### config.mk
export PLATFORM = sky130hd
export DESIGN_NAME = multicycle_control
export DESIGN_NICKNAME = d
export VERILOG_FILES = /design/src/rtl/multicycle_control.sv
export SDC_FILE = /design/constraint.sdc
export NUM_CORES = 1
export LEC_CHECK = 0
export CAP_MARGIN = 30
export CORE_MARGIN = 8
export CORE_UTILIZATION = 35
export CTS_BUF_LIST = sky130_fd_sc_hd__clkbuf_8
export CTS_CLUSTER_DIAMETER = 80
export DETAILED_ROUTE_END_ITERATION = 10
export HOLD_SLACK_MARGIN = 0.15
export PLACE_DENSITY = 0.64
export SLEW_MARGIN = 20
export SYNTH_ARGS = -nofsm -noshare
export SYNTH_HDL_FRONTEND = slang
export SYNTH_SLANG_ARGS = --single-unit
### constraint.sdc
create_clock -name clock -period 6.1 [get_ports clock]
set_input_delay 1.22 -clock clock [delete_from_list [all_inputs] [get_ports clock]]
set_output_delay 1.22 -clock clock [all_outputs]
set_load 0.05 [all_outputs]
### src/rtl/multicycle_control.sv
// -----------------------------------------------------------------------------
// multicycle_control
//   Main control FSM for the multicycle 16-bit processor. It decodes the 4-bit
//   opcode of the latched instruction and sequences the instruction through
//   fetch, decode, execute, memory and writeback. In every state it drives the
//   datapath mux selects, the write enables and the 2-bit ALUOp for the ALU
//   control decoder. Memory accesses use a req/ready handshake. A wait counter
//   turns a stalled access into a terminal ERROR state.
//
//   Parameters:
//     MEM_TIMEOUT  maximum number of cycles a memory state waits for mem_ready
//                  before the FSM enters ERROR (1..255)
//
//   Ports:
//     clock, reset         rising-edge clock; asynchronous active-low reset
//     opcode               instr[15:12] from the instruction register
//     zero                 ALU zero flag. The datapath uses it to qualify
//                          PCWriteCond; the FSM itself ignores it.
//     mem_ready            memory completes the current access this cycle
//     ALUOp .. MemtoReg    datapath controls (Moore, decoded from the state)
//     state                current state code, for debug
//     instr_done           1-cycle pulse when an instruction retires
//     illegal_op           1-cycle pulse in DECODE on an unsupported opcode
//     halted               high in HALT or ERROR
//     mem_error            sticky flag, set on a memory timeout
// -----------------------------------------------------------------------------
module multicycle_control #(
  parameter int unsigned MEM_TIMEOUT = 15
) (
  input  logic       clock,
  input  logic       reset,
  input  logic [3:0] opcode,
  input  logic       zero,
  input  logic       mem_ready,
  output logic [1:0] ALUOp,
  output logic       ALUSrcA,
  output logic [1:0] ALUSrcB,
  output logic       IorD,
  output logic       MemRead,
  output logic       MemWrite,
  output logic       IRWrite,
  output logic       PCWrite,
  output logic       PCWriteCond,
  output logic [1:0] PCSource,
  output logic       RegWrite,
  output logic       RegDst,
  output logic       MemtoReg,
  output logic [3:0] state,
  output logic       instr_done,
  output logic       illegal_op,
  output logic       halted,
  output logic       mem_error
);

  typedef enum logic [3:0] {
    S_RST     = 4'd0,
    S_FETCH   = 4'd1,
    S_DECODE  = 4'd2,
    S_MEMADDR = 4'd3,
    S_MEMRD   = 4'd4,
    S_LWWB    = 4'd5,
    S_MEMWR   = 4'd6,
    S_EXR     = 4'd7,
    S_RWB     = 4'd8,
    S_BRANCH  = 4'd9,
    S_JUMP    = 4'd10,
    S_EXI     = 4'd11,
    S_IWB     = 4'd12,
    S_HALT    = 4'd13,
    S_ERROR   = 4'd14
  } state_t;

  localparam logic [7:0] TIMEOUT = 8'(MEM_TIMEOUT);

  state_t     state_q, state_d;
  logic [7:0] wait_cnt;
  logic       mem_error_q;
  logic       in_mem_state;
  logic       timeout;
  logic       legal_op;

  // The branch decision happens in the datapath, so the FSM never reads zero.
  logic unused_zero;
  assign unused_zero = zero;

  assign in_mem_state = (state_q == S_FETCH) || (state_q == S_MEMRD) ||
                        (state_q == S_MEMWR);
  // A ready arriving in the same cycle the count reaches the limit still wins.
  assign timeout  = in_mem_state && !mem_ready && (wait_cnt == TIMEOUT);
  assign legal_op = (opcode <= 4'd5) || (opcode == 4'hf);

  // Next-state logic.
  // NOTE: every variable written in an always_comb gets a default first, so no
  // path through the case can leave it unassigned and infer a latch.
  always_comb begin
    state_d = state_q;
    unique case (state_q)
      S_RST:     state_d = S_FETCH;
      S_FETCH:   state_d = mem_ready ? S_DECODE : (timeout ? S_ERROR : S_FETCH);
      S_DECODE: begin
        case (opcode)
          4'b0000:          state_d = S_EXR;
          4'b0001, 4'b0010: state_d = S_MEMADDR;
          4'b0011:          state_d = S_BRANCH;
          4'b0100:          state_d = S_JUMP;
          4'b0101:          state_d = S_EXI;
          4'b1111:          state_d = S_HALT;
          default:          state_d = S_FETCH;
        endcase
      end
      // The IR is stable here, so the opcode is simply looked at again.
      S_MEMADDR: state_d = (opcode == 4'b0001) ? S_MEMRD : S_MEMWR;
      S_MEMRD:   state_d = mem_ready ? S_LWWB : (timeout ? S_ERROR : S_MEMRD);
      S_LWWB:    state_d = S_FETCH;
      S_MEMWR:   state_d = mem_ready ? S_FETCH : (timeout ? S_ERROR : S_MEMWR);
      S_EXR:     state_d = S_RWB;
      S_RWB:     state_d = S_FETCH;
      S_BRANCH:  state_d = S_FETCH;
      S_JUMP:    state_d = S_FETCH;
      S_EXI:     state_d = S_IWB;
      S_IWB:     state_d = S_FETCH;
      S_HALT:    state_d = S_HALT;
      S_ERROR:   state_d = S_ERROR;
      default:   state_d = S_ERROR;
    endcase
  end

  // State, wait counter and sticky error flag.
  // NOTE: sequential state uses non-blocking assignments only, so every flop
  // sees the values from before the clock edge.
  always_ff @(posedge clock or negedge reset) begin
    if (!reset) begin
      state_q     <= S_RST;
      wait_cnt    <= 8'd0;
      mem_error_q <= 1'b0;
    end else begin
      state_q <= state_d;
      // Clear the counter on entry to a memory state. Otherwise count each cycle
      // the FSM stays in the state without mem_ready.
      if ((state_d != state_q) &&
          ((state_d == S_FETCH) || (state_d == S_MEMRD) || (state_d == S_MEMWR)))
        wait_cnt <= 8'd0;
      else if (in_mem_state && !mem_ready && (state_d == state_q))
        wait_cnt <= wait_cnt + 8'd1;
      if (timeout)
        mem_error_q <= 1'b1;
    end
  end

  // Moore output decode. Only the FETCH IR/PC loads, the MEMWR retire pulse and
  // the DECODE illegal-opcode pulse also look at the inputs.
  always_comb begin
    ALUOp       = 2'b00;
    ALUSrcA     = 1'b0;
    ALUSrcB     = 2'b00;
    IorD        = 1'b0;
    MemRead     = 1'b0;
    MemWrite    = 1'b0;
    IRWrite     = 1'b0;
    PCWrite     = 1'b0;
    PCWriteCond = 1'b0;
    PCSource    = 2'b00;
    RegWrite    = 1'b0;
    RegDst      = 1'b0;
    MemtoReg    = 1'b0;
    instr_done  = 1'b0;
    illegal_op  = 1'b0;
    halted      = 1'b0;
    unique case (state_q)
      S_FETCH: begin
        MemRead = 1'b1;
        ALUSrcB = 2'b01;
        IRWrite = mem_ready;
        PCWrite = mem_ready;
      end
      S_DECODE: begin
        ALUSrcB    = 2'b11;
        illegal_op = !legal_op;
      end
      S_MEMADDR: begin
        ALUSrcA = 1'b1;
        ALUSrcB = 2'b10;
      end
      S_MEMRD: begin
        MemRead = 1'b1;
        IorD    = 1'b1;
      end
      S_LWWB: begin
        MemtoReg   = 1'b1;
        RegWrite   = 1'b1;
        instr_done = 1'b1;
      end
      S_MEMWR: begin
        MemWrite   = 1'b1;
        IorD       = 1'b1;
        instr_done = mem_ready;
      end
      S_EXR: begin
        ALUSrcA = 1'b1;
        ALUOp   = 2'b10;
      end
      S_RWB: begin
        RegDst     = 1'b1;
        RegWrite   = 1'b1;
        instr_done = 1'b1;
      end
      S_BRANCH: begin
        ALUSrcA     = 1'b1;
        ALUOp       = 2'b01;
        PCWriteCond = 1'b1;
        PCSource    = 2'b01;
        instr_done  = 1'b1;
      end
      S_JUMP: begin
        PCWrite    = 1'b1;
        PCSource   = 2'b10;
        instr_done = 1'b1;
      end
      S_EXI: begin
        ALUSrcA = 1'b1;
        ALUSrcB = 2'b10;
        ALUOp   = 2'b11;
      end
      S_IWB: begin
        RegWrite   = 1'b1;
        instr_done = 1'b1;
      end
      S_HALT:  halted = 1'b1;
      S_ERROR: halted = 1'b1;
      default: ;
    endcase
  end

  assign state     = state_q;
  assign mem_error = mem_error_q;

endmodule

-- Word level (Yosys, flattened, before mapping)
Cells that the tools add are included.
- equal/unequal tests: 26
- reduce and logical (&&, ||, !) cells: 23
- multiplexer cells: 27
- magnitude comparators: 1
- add/subtract/negate cells: 1
- operators with widths (operator ; count):
    case mux 4 bit (9 select lines) ; 1
    equality test 4 x 3 -> 1 bit, second input constant ; 8
    equality test 4 bit, second input constant ; 8
    2-to-1 mux 4 bit ; 6
    case mux 4 bit (6 select lines) ; 1
    equality test 4 x 2 -> 1 bit, second input constant ; 4
    2-to-1 mux 8 bit ; 2
    equality test 4 x 1 -> 1 bit, second input constant ; 3
    case mux 2 bit (3 select lines) ; 2
    2-to-1 mux 1 bit ; 11
    OR reduction 2 bit ; 5
    adder 8 x 1 -> 8 bit, second input constant ; 1
    equality test 8 x 4 -> 1 bit, second input constant ; 1
    logical NOT 4 bit ; 2
    OR reduction 6 bit ; 1
    logical OR 1 bit ; 5
    OR reduction 5 bit ; 1
    equality test 4 bit ; 1
    <= comparator 4 x 3 -> 1 bit, second input constant ; 1
    logical AND 1 bit ; 4
    != test 4 bit ; 1
    case mux 1 bit (2 select lines) ; 2
    case mux 2 bit (2 select lines) ; 1
    OR reduction 4 bit ; 1
    other kinds (4) ; 5
- bits in registers: 13
- output and inout port bits: 24
- input port bits: 8

-- Logic depth before layout (Yosys ltp)
- depth after elaboration: 13
- depth in mapped cells: 9

-- Worst setup path after synthesis
OpenSTA, ideal clock, no wires.
- path type: input-to-output
- start point: input port opcode[1]
- end point: output port illegal_op
- data required time: 4.880 ns
- cell stages on the path: 3
- setup slack: 2.193 ns
- data arrival time: 2.687 ns
- path through: clkbuf_1 > a21oi_1 > nor3b_1
- cells in the longest elaborated chain, start to end: 4
- ends and longest elaborated chain (element ; line ; text):
    start, declared ; 32 ; input logic [3:0] opcode,
    <= comparator 4 x 3 -> 1 bit or equality test 4 bit (tied branches) ; 90 ; assign legal_op = (opcode <= 4'd5) || (opcode == 4'hf);
    logical OR 1 bit * ; 90 ;
    logical NOT 1 bit * ; 178 ; illegal_op = !legal_op;
    2-to-1 mux 1 bit * ; 169 ; unique case (state_q)
    end, declared ; 50 ; output logic illegal_op,
Every way passes the cells marked *; elsewhere a longest branch is shown, timed or not.

-- Worst setup path in the final report
- start point: input port mem_ready
- end point: output port instr_done
- cells in the longest elaborated chain, start to end: 1
- ends and longest elaborated chain (element ; line ; text):
    start, declared ; 34 ; input logic mem_ready,
    case mux 1 bit (2 select lines) ; 169 ;
    end, declared ; 49 ; output logic instr_done,
No other way between the ends.

==> metrics.md <==
| Metric | Value |
|---|---|
| YS warnings | `0` |
| Endpoints failing setup | `0` |
| Top post-synthesis cells by area | `dfrtp_1 (26%), a32oi_1 (5.5%), nor2_1 (4.4%)` |
| CP Cell Sequence | `clkdlybuf4s50_1 -> nand2_1 -> o21a_1 -> o21ai_0 -> clkdlybuf4s50_1` |
| CTS root buffer | `clkbuf_8` |
| DR iter-0 viols | `98` |
| Max-cap check violation count | `0` |
| Post-synth net total | `171` |
| Power density over the cells | `107 mW/mm2` |
| Asr flop ratio synth | `100%` |
| Fin. max-slew vios | `0` |
| H-tree levels | `1` |
| Number of remaining DRC errors | `0` |
| R2R Path End | `wait_cnt[3]` |
| CTS Hold Bufs | `0` |
| Post-DP HPWL | `2.73 mm` |
| Antenna Violating Nets Remaining | `0` |
| Final setup margin | `1.70 ns` |
| Fillcell total | `377` |
| Max stage delay on crit path | `0.83 ns` |
| Unrepaired setup endpoints after global routing | `false` |
| Reg2Reg Setup Slack | `3.21 ns` |
| Fmax | `0.227 GHz` |
| Commonest non-fill, non-tap cells in the layout | `clkdlybuf4s50_1 (30), nor2_1 (15), dfrtp_1 (13)` |
| Worst reg2reg path depth | `7` |
| GRT Residual Overflow | `0` |
| CP max stage cell | `clkdlybuf4s50_1` |
| CP bufs+invs | `2` |
| Total power | `0.171 mW` |
| Setup Skew | `0.00399 ns` |
| Crit path capture type | `output pin` |
| Setup TNS | `0 ns` |
| Fin crit period | `4.40 ns` |
| HP Start | `mem_error` |
| Vias per std cell | `5.70` |
| Cell count after placement | `227` |
| Syn Area/Cell | `7.85 um2` |
| Crit path arrival time | `3.18 ns` |
| # port buffers | `30` |
| Setup CP Type | `in -> out` |
| First-pass GRT wire length | `6.19 mm` |
| Die height | `76.3 um` |
| Pre-CTS setup slack | `1.71 ns` |
| Total CTS buffers | `3` |
| Post-Syn Instances | `162` |
| Clock slew at reported path FFs | `0.06 ns` |
| Core area | `0.00358 mm2` |
| Most common cell after layout, fill and taps aside | `clkdlybuf4s50_1` |
| IO Pins | `32` |
| Mapped cell area | `0.00127 mm2` |
| Clk buf depth | `2` |
| Layout cells sized above 1 | `5.46%` |
| Die area | `0.00582 mm2` |
| Initial antenna violation count | `0` |
| Final hold violation count | `0` |
| Final non-filler cell total | `231` |
| Synth top area share | `25.6%` |
| Slew HR | `46.3%` |
| Slew @ Worst Pin | `0.805 ns` |
| Post_cts resized | `0` |
| Critical Path RT | `4.88 ns` |
| Most Frequent Cell on Critical Path | `clkdlybuf4s50_1` |
| Starting density of the core | `35.6%` |
| Final period util | `72.1%` |
| Detailed Route WL | `3.63 mm` |
| DR pass1 iterations | `4` |
| # nets final | `193` |
| Prevailing post-synth register cell | `dfrtp_1` |
| Largest net degree at the start of global routing | `29` |
| Row cnt | `22` |
| Routed vias | `1317` |
| Skew-Pair Late Insertion Delay | `0.24 ns` |
| CP Launch Type | `input pin` |
| Maximum vdd drop | `0.162 mV` |
| Max FO, Critical Path | `8` |
| GPL Wtd Cong | `0.790` |
| Library cells used by synthesis | `54` |
| Pleak | `0.593 nW` |
| Outcome | `complete, no violations` |
| Worst R2R Start | `state[0]` |
| Register area share after synthesis | `25.6%` |
| Antenna diodes | `0` |
| Worst path top cell family by delay | `buffers and inverters` |
| Hold slack | `0.470 ns` |
| HP Class | `reg -> reg` |
| CTS tree | `done` |
| WHS Endpoint | `mem_error` |
| GRT Overall Usage | `12.3%` |
| Number of flops mapped to enable cells by yosys | `0` |
| Hold Path Cell Cnt | `1` |
| Setup repair bufs after CTS | `0` |
| Post-synthesis to final-layout area growth | `25.6%` |
| Drt wl/cell | `15.7 um` |
| Leading area contributor after synthesis | `dfrtp_1` |
| Clk sink count | `13` |
| Synthesized flop and latch total | `13` |
| Die width | `76.3 um` |
| Vias in the first global route | `1228` |
[power by group]
part / total [mW] / switching [mW] / internal (mW)
logic: 0.0112 / 0.00601 / 0.00524
registers: 0.0863 / 0 / 0.0863
clock network: 0.0736 / 0.0293 / 0.0443
total: 0.171 / 0.0353 / 0.136
[sequential cells by signal, indices dropped and copies added, names as in the netlist]
signal and flops:
wait_cnt 8, state 4, mem_error 1
[layout make-up]
class | count | area [um2] | share of cell area [%]
timing repair buffer | 30 | 300 | 18.8
inverter | 6 | 25.0 | 1.57
tap | 48 | 60.1 | 3.76
clock buffer | 3 | 41.3 | 2.58
multi-input combinational | 130 | 842 | 52.7
clock inverter | 1 | 3.75 | 0.235
sequential | 13 | 325 | 20.4
[worst max path at each step]
stage / start / endpoint / slack (ns) / cells past startpoint
after floorplan: opcode[1] / illegal_op / 2.19 / 3
after global placement: mem_ready / instr_done / 1.71 / 5
after detailed placement: mem_ready / instr_done / 1.71 / 5
after CTS: mem_ready / instr_done / 1.69 / 5
after global routing: mem_ready / instr_done / 1.58 / 5
final: mem_ready / instr_done / 1.70 / 5
[cells by family (layout without fill, tap and decap cells)]
family / Yosys count / after routing / share of synthesized area, %
simple gates: 69 / 69 / 29.8
fa+ha+maj: 2 / 2 / 1.87
flops: 13 / 13 / 25.6
compound gates: 54 / 54 / 31.0
xor+xnor: 4 / 4 / 2.75
buf+inv: 19 / 40 / 8.26
mux: 1 / 1 / 0.787
[worst reg2reg max path: stages, from the launching register on]
cell and delay, ns:
dfrtp_1 0.86, nor2b_1 0.19, o2111ai_1 0.33, o211a_1 0.42, inv_4 0.07, o21a_4 0.26, or4_1 0.51, a32oi_1 0.17
[per-stage QoR]
step / area (um2) / util (%)
6_report: 1600 / 44.7
5_1_grt: 1600 / 44.7
4_1_cts: 1600 / 44.7
3_5_place_dp: 1550 / 43.4
3_3_place_gp: 1550 / 43.4
2_1_floorplan: 1270 / -
[Yosys cell counts (2+ instances only)]
master / count
and4_1: 2
nand4_1: 3
clkbuf_2: 2
xnor2_1: 4
or4_1: 4
buf_2: 2
clkbuf_1: 4
a21boi_0: 2
nor2b_1: 3
nor3b_1: 2
o21a_1: 4
nand2b_1: 4
nor2_1: 15
and2_1: 3
nand3_1: 5
o31ai_1: 4
inv_1: 5
buf_6: 3
a21o_1: 3
o21ai_0: 9
nand2_1: 10
dfrtp_1: 13
a21oi_1: 7
or2_2: 2
a32oi_1: 8
nor3_1: 7
nor4_1: 3
a31oi_1: 3
[routing by layer]
layer  share of wire, %  vias up  GRT usage [%]
met5                  0        -              0
li1                   -      656              -
met2                 49       32           21.1
met1                 44      625           14.9
met4               0.86        0           1.92
met3                5.4        4           3.66
(Power assumes the default switching activity.)
